## config.mk

```make
export PLATFORM = sky130hd
export DESIGN_NAME = uart_frame_rx
export DESIGN_NICKNAME = d
export VERILOG_FILES = /design/src/rtl/uart_pkg.sv /design/src/rtl/uart_baud_tick.sv /design/src/rtl/uart_frame_rx.sv
export SDC_FILE = /design/constraint.sdc
export NUM_CORES = 1
export LEC_CHECK = 0
export CORE_MARGIN = 1
export CORE_UTILIZATION = 51
export DETAILED_ROUTE_END_ITERATION = 7
export PLACE_DENSITY = 0.85
export RECOVER_POWER = 50
export SKIP_CTS_REPAIR_TIMING = 1
export SYNTH_ARGS = -nofsm -noshare
export SYNTH_HDL_FRONTEND = slang
export SYNTH_SLANG_ARGS = --single-unit
```

## constraint.sdc

```tcl
create_clock -name clk -period 2.1 [get_ports clk]
set_input_delay 0.63 -clock clk [delete_from_list [all_inputs] [get_ports clk]]
set_output_delay 0.63 -clock clk [all_outputs]
set_load 0.01 [all_outputs]
```

## src/rtl/uart_pkg.sv

```systemverilog
// Shared definitions for the UART frame receiver.
//   state_t      - receiver FSM states
//   OVERSAMPLE   - oversample ticks per bit
//   SAMPLE_MID   - nominal mid-bit sample index
//   SC_*         - 4-bit sample-counter compare points derived from the above
//   parity_calc  - parity over the low `length` bits (XOR when parity_type=1, XNOR otherwise)
package uart_pkg;

    typedef enum logic [2:0] {
        IDLE,
        START,
        DATA,
        PARITY,
        STOP1,
        STOP2,
        WAIT_IDLE
    } state_t;

    localparam int OVERSAMPLE = 16;
    localparam int SAMPLE_MID = 8;

    localparam logic [3:0] SC_EARLY  = 4'(SAMPLE_MID - 1);
    localparam logic [3:0] SC_MID    = 4'(SAMPLE_MID);
    localparam logic [3:0] SC_DECIDE = 4'(SAMPLE_MID + 1);
    localparam logic [3:0] SC_LAST   = 4'(OVERSAMPLE - 1);

    function automatic logic parity_calc(input logic [7:0] data,
                                         input logic [3:0] length,
                                         input logic       parity_type);
        logic x;
        x = 1'b0;
        for (int i = 0; i < 8; i++) begin
            if (i < int'(length)) begin
                x = x ^ data[i];
            end
        end
        return parity_type ? x : ~x;
    endfunction

endpackage

```

## src/rtl/uart_baud_tick.sv

```systemverilog
// Oversample tick generator.
//   clk, rst  - clock, synchronous active-high reset
//   clear     - holds the counter and the tick at zero while high
//   div       - cycles per tick minus one (0 = tick every cycle)
//   tick      - one-cycle pulse when the count equals div
module uart_baud_tick (
    input  logic        clk,
    input  logic        rst,
    input  logic        clear,
    input  logic [15:0] div,
    output logic        tick
);

    logic [15:0] cnt_reg;

    assign tick = !clear && (cnt_reg == div);

    always_ff @(posedge clk) begin
        if (rst || clear) begin
            cnt_reg <= '0;
        end else if (cnt_reg == div) begin
            cnt_reg <= '0;
        end else begin
            cnt_reg <= cnt_reg + 16'd1;
        end
    end

endmodule

```

## src/rtl/uart_frame_rx.sv

```systemverilog
// UART frame receiver, 16x oversampled, single clock domain.
// Delivers each character on a valid/ready handshake with parity, framing
// and break flags; drops a completed frame (overrun pulse) if the previous
// one has not been taken.
// Build option: define UART_RX_MAJORITY_EN to decide each bit by majority
// of samples 7/8/9; otherwise the single sample at 8 is used. Both builds
// act on the decision at sample 9, so cycle timing is identical.
// Ports:
//   clk, rst                 - clock, synchronous active-high reset
//   div                      - clk cycles per oversample tick minus one
//   length                   - data bits 5..8 (other values mean 8)
//   parity_en, parity_type   - parity present / 1=XOR, 0=XNOR
//   stop2                    - two stop bits expected
//   rxd                      - asynchronous serial input, idle high
//   data, data_valid, data_ready - character output handshake
//   parity_err, frame_err, break_det - per-frame flags, qualified by data_valid
//   overrun                  - one-cycle pulse when a frame is dropped
//   busy                     - FSM not idle
module uart_frame_rx
    import uart_pkg::*;
#(
    parameter int SYNC_STAGES = 2
) (
    input  logic        clk,
    input  logic        rst,
    input  logic [15:0] div,
    input  logic [3:0]  length,
    input  logic        parity_en,
    input  logic        parity_type,
    input  logic        stop2,
    input  logic        rxd,
    output logic [7:0]  data,
    output logic        data_valid,
    input  logic        data_ready,
    output logic        parity_err,
    output logic        frame_err,
    output logic        break_det,
    output logic        overrun,
    output logic        busy
);

    // ---------------- input synchronizer (idle high) ----------------
    logic [SYNC_STAGES-1:0] sync_reg;
    logic                   rxd_s;

    genvar gi;
    generate
        for (gi = 0; gi < SYNC_STAGES; gi++) begin : g_sync
            if (gi == 0) begin : g_first
                always_ff @(posedge clk) begin
                    if (rst) sync_reg[gi] <= 1'b1;
                    else     sync_reg[gi] <= rxd;
                end
            end else begin : g_rest
                always_ff @(posedge clk) begin
                    if (rst) sync_reg[gi] <= 1'b1;
                    else     sync_reg[gi] <= sync_reg[gi-1];
                end
            end
        end
    endgenerate

    assign rxd_s = sync_reg[SYNC_STAGES-1];

    // ---------------- state and per-frame configuration ----------------
    state_t      state_reg, state_next;
    logic        start_det;
    logic [2:0]  len_m1_reg;
    logic        pen_reg, ptype_reg, stop2_reg;
    logic [15:0] div_reg;

    assign start_det = (state_reg == IDLE) && !rxd_s;

    always_ff @(posedge clk) begin
        if (rst) begin
            len_m1_reg <= 3'd7;
            pen_reg    <= 1'b0;
            ptype_reg  <= 1'b0;
            stop2_reg  <= 1'b0;
            div_reg    <= '0;
        end else if (start_det) begin
            len_m1_reg <= (length >= 4'd5 && length <= 4'd8) ? 3'(length - 4'd1) : 3'd7;
            pen_reg    <= parity_en;
            ptype_reg  <= parity_type;
            stop2_reg  <= stop2;
            div_reg    <= div;
        end
    end

    // Tick counter is held cleared in IDLE, so it restarts on the detection cycle.
    logic tick;

    uart_baud_tick u_tick (
        .clk   (clk),
        .rst   (rst),
        .clear (state_reg == IDLE),
        .div   (div_reg),
        .tick  (tick)
    );

    // ---------------- sample counter and bit decision ----------------
    logic [3:0] sc_reg;
    logic       s8_reg;
    logic       bit_val;
    logic       decide, wrap;

    assign decide = tick && (sc_reg == SC_DECIDE);
    assign wrap   = tick && (sc_reg == SC_LAST);

    always_ff @(posedge clk) begin
        if (rst || start_det) begin
            sc_reg <= '0;
        end else if (tick) begin
            sc_reg <= sc_reg + 4'd1;
        end
    end

    always_ff @(posedge clk) begin
        if (rst) begin
            s8_reg <= 1'b1;
        end else if (tick && sc_reg == SC_MID) begin
            s8_reg <= rxd_s;
        end
    end

`ifdef UART_RX_MAJORITY_EN
    logic s7_reg;

    always_ff @(posedge clk) begin
        if (rst) begin
            s7_reg <= 1'b1;
        end else if (tick && sc_reg == SC_EARLY) begin
            s7_reg <= rxd_s;
        end
    end

    // Third vote is the live sample taken at the decision tick.
    assign bit_val = (s7_reg & s8_reg) | (s7_reg & rxd_s) | (s8_reg & rxd_s);
`else
    assign bit_val = s8_reg;
`endif

    // ---------------- frame datapath ----------------
    logic [2:0] bit_cnt_reg;
    logic [7:0] shift_reg;
    logic       par_bit_reg;
    logic       stop_bad_reg;

    always_ff @(posedge clk) begin
        if (rst || start_det) begin
            bit_cnt_reg  <= '0;
            shift_reg    <= '0;
            par_bit_reg  <= 1'b0;
            stop_bad_reg <= 1'b0;
        end else begin
            if (state_reg == DATA && decide) shift_reg[bit_cnt_reg] <= bit_val;
            if (state_reg == DATA && wrap)   bit_cnt_reg <= bit_cnt_reg + 3'd1;
            if (state_reg == PARITY && decide) par_bit_reg <= bit_val;
            if (state_reg == STOP1 && decide)  stop_bad_reg <= !bit_val;
        end
    end

    // ---------------- FSM next state ----------------
    logic complete;

    always_comb begin
        state_next = state_reg;
        complete   = 1'b0;
        case (state_reg)
            IDLE: begin
                if (!rxd_s) state_next = START;
            end
            START: begin
                if (decide && bit_val) state_next = IDLE;   // glitch
                else if (wrap)         state_next = DATA;
            end
            DATA: begin
                if (wrap && bit_cnt_reg == len_m1_reg) state_next = pen_reg ? PARITY : STOP1;
            end
            PARITY: begin
                if (wrap) state_next = STOP1;
            end
            STOP1: begin
                if (decide && !stop2_reg) begin
                    complete   = 1'b1;
                    state_next = bit_val ? IDLE : WAIT_IDLE;
                end else if (wrap && stop2_reg) begin
                    state_next = STOP2;
                end
            end
            STOP2: begin
                if (decide) begin
                    complete   = 1'b1;
                    state_next = (bit_val && !stop_bad_reg) ? IDLE : WAIT_IDLE;
                end
            end
            WAIT_IDLE: begin
                if (rxd_s) state_next = IDLE;
            end
            default: state_next = IDLE;
        endcase
    end

    always_ff @(posedge clk) begin
        if (rst) state_reg <= IDLE;
        else     state_reg <= state_next;
    end

    // Flags as they would be reported by a frame completing this cycle.
    logic fe_now, pe_now, bd_now;

    assign fe_now = !bit_val || stop_bad_reg;
    assign pe_now = pen_reg &&
                    (par_bit_reg != parity_calc(shift_reg, {1'b0, len_m1_reg} + 4'd1, ptype_reg));
    assign bd_now = fe_now && (shift_reg == 8'h00) && (!pen_reg || !par_bit_reg);

    // ---------------- output register ----------------
    logic [7:0] data_reg;
    logic       valid_reg, pe_reg, fe_reg, bd_reg, ovr_reg;

    always_ff @(posedge clk) begin
        if (rst) begin
            data_reg  <= '0;
            valid_reg <= 1'b0;
            pe_reg    <= 1'b0;
            fe_reg    <= 1'b0;
            bd_reg    <= 1'b0;
            ovr_reg   <= 1'b0;
        end else begin
            ovr_reg <= 1'b0;
            if (complete && (!valid_reg || data_ready)) begin
                data_reg  <= shift_reg;
                valid_reg <= 1'b1;
                pe_reg    <= pe_now;
                fe_reg    <= fe_now;
                bd_reg    <= bd_now;
            end else if (complete) begin
                ovr_reg <= 1'b1;
            end else if (valid_reg && data_ready) begin
                valid_reg <= 1'b0;
            end
        end
    end

    assign data       = data_reg;
    assign data_valid = valid_reg;
    assign parity_err = pe_reg;
    assign frame_err  = fe_reg;
    assign break_det  = bd_reg;
    assign overrun    = ovr_reg;
    assign busy       = (state_reg != IDLE);

endmodule

```

* Word level (Yosys, flattened, before mapping)
Index checks and enable logic that the tools add are counted.
Storage, ports and cells: memories kept 0, memory bits (writable) 0, output and inout port bits 14, latch bits 0, word-level logic and storage cells 141, memory bits (read-only) 0, register bits 74, bits of input ports 27
Cells by class: shift operators 0, muxes and demuxes 33, div/mod/pow operators 0, eq/ne operators 20, bitwise gates (word level) 8, reductions and logical operators 42, $add $sub $neg 5, magnitude comparators 12, $mul 0
Operators with widths (number):
- 3-bit 2-to-1 mux | 13
- 1-bit logical AND | 21
- 3-bit case mux with 7 select lines | 1
- 16-bit by 1-bit adder with 16-bit output (second input constant) | 1
- 16-bit equality test | 1
- 3-bit by 4-bit < comparator with 1-bit output (first input constant) | 4
- 1-bit 2-to-1 mux | 16
- 4-bit equality test (second input constant) | 3
- 3-bit equality test (second input constant) | 3
- 8-bit bitwise mux | 1
- 1-bit logical NOT | 8
- 8-bit logical NOT | 1
- 1-bit by 4-bit < comparator with 1-bit output (first input constant) | 2
- 2-bit by 4-bit < comparator with 1-bit output (first input constant) | 2
- 2-bit inequality test (second input constant) | 4
- 7-bit AND reduction | 1
- 1-bit XOR | 7
- 3-bit by 2-bit equality test with 1-bit output (second input constant) | 2
- 1-bit logical OR | 5
- 3-bit by 1-bit adder with 4-bit output (second input constant) | 1
- 4-bit by 1-bit adder with 4-bit output (second input constant) | 1
- 4-bit by 3-bit >= comparator with 1-bit output (second input constant) | 1
- 4-bit <= comparator (second input constant) | 1
- 3-bit by 4-bit < comparator with 1-bit output (second input constant) | 1
- other kinds (17) | 19

* Depth between registers and ports, before layout
Gate-level depths: netlist (run 1).
word-level depth 21, depth in mapped cells 10, gate-level depth less buffers 9

* Cells and area by module
Synthesis (run 1) repeated with hierarchy kept, for this count alone.
Unflattened totals: cells, all modules 392, area, all modules 3642.2 um2
By module, submodules not included:
- uart_frame_rx | seq. area each 1161.1 um2, cells an instance 292, times used 1, area each 2730.1 um2
- uart_baud_tick | seq. area each 320.3 um2, cells an instance 100, times used 1, area each 912.1 um2

* Worst setup path after synthesis (run 1)
Ideal clock, no wire load.
path type flip-flop to flip-flop, from reg len_m1_reg[0], to reg pe_reg (netlist: parity_err), buffers on the path 1, library setup time 0.132 ns, cell stages (with the launch flop) 11, required time 1.968 ns, period minus slack after synthesis 2.031 ns, slack 0.069 ns, arrival time 1.899 ns, cells stage by stage dfxtp_1 -> buf_2 -> inv_1 -> ha_1 -> a31o_2 -> a21oi_1 -> a2111oi_2 -> xnor2_1 -> xnor3_1 -> nand3_1 -> a21oi_1
Between the ends: word-level cells in the longest chain between the ends 21, elaborated cells on any way between the ends 28, those cells by class add/sub: 1; order compare: 8; eq/ne: 1; mux: 9; bitwise: 8; reduce/logical: 1
RTL lines:
- start, declared | RTL line uart_frame_rx.sv:68 | logic [2:0] len_m1_reg;
- start signal, assigned | RTL line uart_frame_rx.sv:82 | len_m1_reg <= (length >= 4'd5 && length <= 4'd8) ? 3'(length - 4'd1) : 3'd7;
- 3-bit by 1-bit adder with 4-bit output * | RTL line uart_frame_rx.sv:214 | (par_bit_reg != parity_calc(shift_reg, {1'b0, len_m1_reg} + 4'd1, ptype_reg));
- 1-bit by 4-bit < comparator with 1-bit output | RTL line uart_pkg.sv:33 | if (i < int'(length)) begin
- 1-bit 2-to-1 mux | RTL line uart_pkg.sv:33
- 1-bit XOR | RTL line uart_pkg.sv:34 | x = x ^ data[i];
- 1-bit 2-to-1 mux | RTL line uart_pkg.sv:33
- 1-bit XOR | RTL line uart_pkg.sv:34
- 1-bit 2-to-1 mux | RTL line uart_pkg.sv:33
- 1-bit XOR | RTL line uart_pkg.sv:34
- [5 not listed]
- 1-bit XOR | RTL line uart_pkg.sv:34
- 1-bit 2-to-1 mux | RTL line uart_pkg.sv:33
- 1-bit XOR | RTL line uart_pkg.sv:34
- 1-bit 2-to-1 mux * | RTL line uart_pkg.sv:33
- 1-bit inverter | RTL line uart_pkg.sv:37 | return parity_type ? x : ~x;
- 1-bit 2-to-1 mux * | RTL line uart_pkg.sv:37
- 1-bit inequality test * | RTL line uart_frame_rx.sv:214
- 1-bit logical AND * | RTL line uart_frame_rx.sv:213 | assign pe_now = pen_reg &&
- end signal, assigned | RTL line uart_frame_rx.sv:234 | pe_reg <= pe_now;
- end, declared | RTL line uart_frame_rx.sv:219 | logic valid_reg, pe_reg, fe_reg, bd_reg, ovr_reg;
Mark *: on every way between the ends. The rest lies on a longest branch, timed or not. A chain may end at the register's enable or synchronous reset.

* Worst setup path after layout (run 1)
from reg div_reg[10], to reg state_reg[2]
Between the ends: word-level cells in the longest chain between the ends 6, elaborated cells on any way between the ends 17, those cells by class eq/ne: 6; mux: 3; reduce/logical: 8
RTL lines:
- start, declared | RTL line uart_frame_rx.sv:70 | logic [15:0] div_reg;
- start signal, assigned | RTL line uart_frame_rx.sv:86 | div_reg <= div;
- 16-bit equality test * | RTL line uart_baud_tick.sv:16 | assign tick = !clear && (cnt_reg == div);
- 1-bit logical AND * | RTL line uart_baud_tick.sv:16
- 1-bit logical AND, on equally long branches | RTL line uart_frame_rx.sv:107, uart_frame_rx.sv:108
- 1-bit logical AND, on equally long branches
- 3-bit by 1-bit inequality test with 1-bit output (no line) (tied with other cells)
- 7-bit AND reduction (no line) / 3-bit case mux with 7 select lines (equally long branches)
- end signal, assigned | RTL line uart_frame_rx.sv:206 | else state_reg <= state_next;
- end, declared | RTL line uart_frame_rx.sv:66 | state_t state_reg, state_next;
Marks and branches as above.

==> reports/metrics.csv, run 1 <==
metric,value,unit
status,"finished, final reports clean",
DRC viols,0,
area delta synth->final,32.48,%
layout cells sized above 1,0.2079,
"EDFF count, synth",0,
dpl hpwl,6.342,mm
global-route wire length before repair,14.61,mm
post-synth top area share,0.4005,
largest family of logic cells by synthesized area,simple AND/OR/NAND/NOR gates,
sequential fraction of the synthesis area,0.4005,
drt wl/cell,16.16,um
Simple-Gate Fraction of Synth Area,0.2480,
Initial Utilization,0.5355,
yosys warns,0,
Total GRT Usage,0.2481,
CTS Buf Count,9,
PD cells,846.4,nW/um^2
CP Launch Point,div_reg[10],
fillcell total,492,
clock skew,0.009225,ns
leak pwr,1.812,nW
xor/xnor share of the synthesized area,0.1032,
Worst-Margin Slew,0.8949,ns
final worst slack,0.01032,ns
Fmax,478.5,MHz
Via density,5.654,
# IOs,41,
Period minus WS final,2.090,ns
die width,87.16,um
Synth Area in Compound Gates,0.1045,
crit path capture type,flip-flop,
largest net degree at the start of global routing,20,
DRT Wirelength,9.714,mm
Placed Area,4342,um^2
Setup CP Type,flip-flop to flip-flop,
cell count after synthesis,434,
crit path max fanout,6,
Crit Reg-Reg Startpoint,div_reg[10],
die area,7597,um^2
Async SR Flop Fraction,0,
Yosys cell types,56,
fin crit share,0.9951,
Initial DRC Count,272,
Final Cell Area,4900,um^2
nets,538,
Synth Cell Area,3699,um^2
syn_nets,472,
ANT nets after route,0,
"Reg clk slew, reported paths",0.07,ns
WP data required,2.33,ns
Post-Synth Adder-Cell Area,0.03721,
CTS Root Buffer Type,clkbuf_8,
Row Count,30,
register area,1503,um^2
"FF+latch count, synth",74,
Via Count,3398,
Clock Path Buffers,2,
H-tree levels,3,
cell taking the most area after synthesis,dfxtp_1,
Skew-Pair Late Insertion Delay,0.35,ns
Hold Crit Start,sync_reg[0],
Synth area leaders,"dfxtp_1 40%, xnor2_1 6.6%, nor2_1 5.8%",
Worst Path Arrival,2.32,ns
multi-input logic area,2191,um^2
Routability Congestion,0.8942,
initial antenna violation count,0,
TritonCTS clock tree,yes,
final hold violation count,0,
GRT overflow,0,
DRT Pass-1 Iters,5,
DIE HEIGHT,87.16,um
post-synthesis mux area share,0.05413,
RSZ-0062 raised after global routing,yes,
PortBufs,40,
Most used DFF post-synth,dfxtp_1,
Slew Limit Headroom,0.4034,
clk sinks,74,
Diodes inserted,0,
startpoint types,flip-flop,
pre-CTS WS,-0.05665,ns
Max Cap Viol,0,
pins over their slew limit,0,
HP Class,flip-flop to flip-flop,
Mean Syn Cell Area,8.522,um^2
core area,6907,um^2
vias in the first global route,3318,
peak supply drop,572.1,uV
final setup fails,0,
worst max-delay path, stage by stage, from the launching register on:
cell and delay [ns]:
dfxtp_2 0.34, xnor2_2 0.19, nand4_1 0.16, nor4_4 0.26, buf_4 0.19, and2_4 0.18
buf_4 0.11, buf_4 0.10, a31oi_1 0.10, nor3b_1 0.26, nor3_1 0.08
kinds of logic (layout without fill, tap and decap cells):
| kind of cell | count (synthesis) | count (layout) |
|---|---|---|
| mux | 20 | 20 |
| simple gates | 185 | 185 |
| fa+ha+maj | 11 | 11 |
| buf+inv | 41 | 112 |
| compound gates | 61 | 61 |
| flops | 74 | 74 |
| xor+xnor | 42 | 42 |
synthesized netlist by cell type (7+ instances only):
master     n
dfxtp_1   74
nor2_1    57
nand2_1   56
a21oi_1   32
xnor2_1   28
mux2i_1   20
clkbuf_1  17
inv_1     15
xor2_1    13
nand4_1   12
ha_1      11
nand3_1   10
nand2b_1   8
nor3_1     7
where the power goes:
part / internal (mW) / total, mW / switching, mW / leakage (nW)
logic: 0.469 / 1.04 / 0.574 / 1.07
registers: 1.47 / 1.54 / 0.0640 / 0.603
clock network: 1.03 / 1.57 / 0.539 / 0.136
total: 2.97 / 4.15 / 1.18 / 1.81
layout make-up:
type,instances,area share
Multi-Input combinational cell,319,0.4471
Sequential cell,74,0.3067
Timing Repair Buffer,81,0.1512
Clock inverter,7,0.03371
Clock buffer,9,0.02528
Tap cell,96,0.02451
Inverter,15,0.01149
worst paths after layout:
kind | to | slack, ns | depth (start not counted)
min | rxd_s | 0.42 | 1
max | state_reg[2] | 0.01 | 10
max reg2reg | state_reg[2] | 0.01 | 10
min reg2reg | rxd_s | 0.42 | 1
cells in the final DEF (no fill, tap or decap), drive strengths merged, types with 6 or more instances in the layout:
cell type and instances:
inv 15, clkbuf 11, dfxtp 74, buf 39
nand4 12, ha 11, o21ai 6, nand2b 8
clkdlybuf4s50 37, and3 7, xor2 13, nand2 56
nor2 57, nor3 8, a21oi 32, nand3 11
xnor2 28, mux2i 20
stage by stage:
stage / cells / hold slack [ns] / utilization / total power, mW / TNS (ns)
5_1_grt: 601 / 0.4537 / 0.7094 / 4.322 / -0.8835
6_report: 601 / 0.4231 / 0.7094 / 4.147 / 0
4_1_cts: 593 / 0.4325 / 0.6705 / 4.056 / -0.4468
3_5_place_dp: 577 / 0.4121 / 0.6286 / 2.507 / -0.1433
2_1_floorplan: 434 / 0.3895 / - / 2.182 / 0
3_3_place_gp: 577 / 0.3931 / 0.6286 / 2.469 / -0.002145
layer usage:
layer,vias up,global-route usage,share of wire
met1,1644,0.2660,0.39
met2,137,0.4689,0.55
li1,1595,-,-
met5,-,0,0
met3,22,0.06445,0.046
met4,0,0.08495,0.021
No activity file was read; power rests on OpenSTA's default activity.
==> run 2, diff against run 1 <==
- CORE_MARGIN: 1 -> not set
- CTS_CLUSTER_DIAMETER: not set -> 30
==> results of run 2 <==
No change in the layout: final DEF, timing and power equal those of run 1.
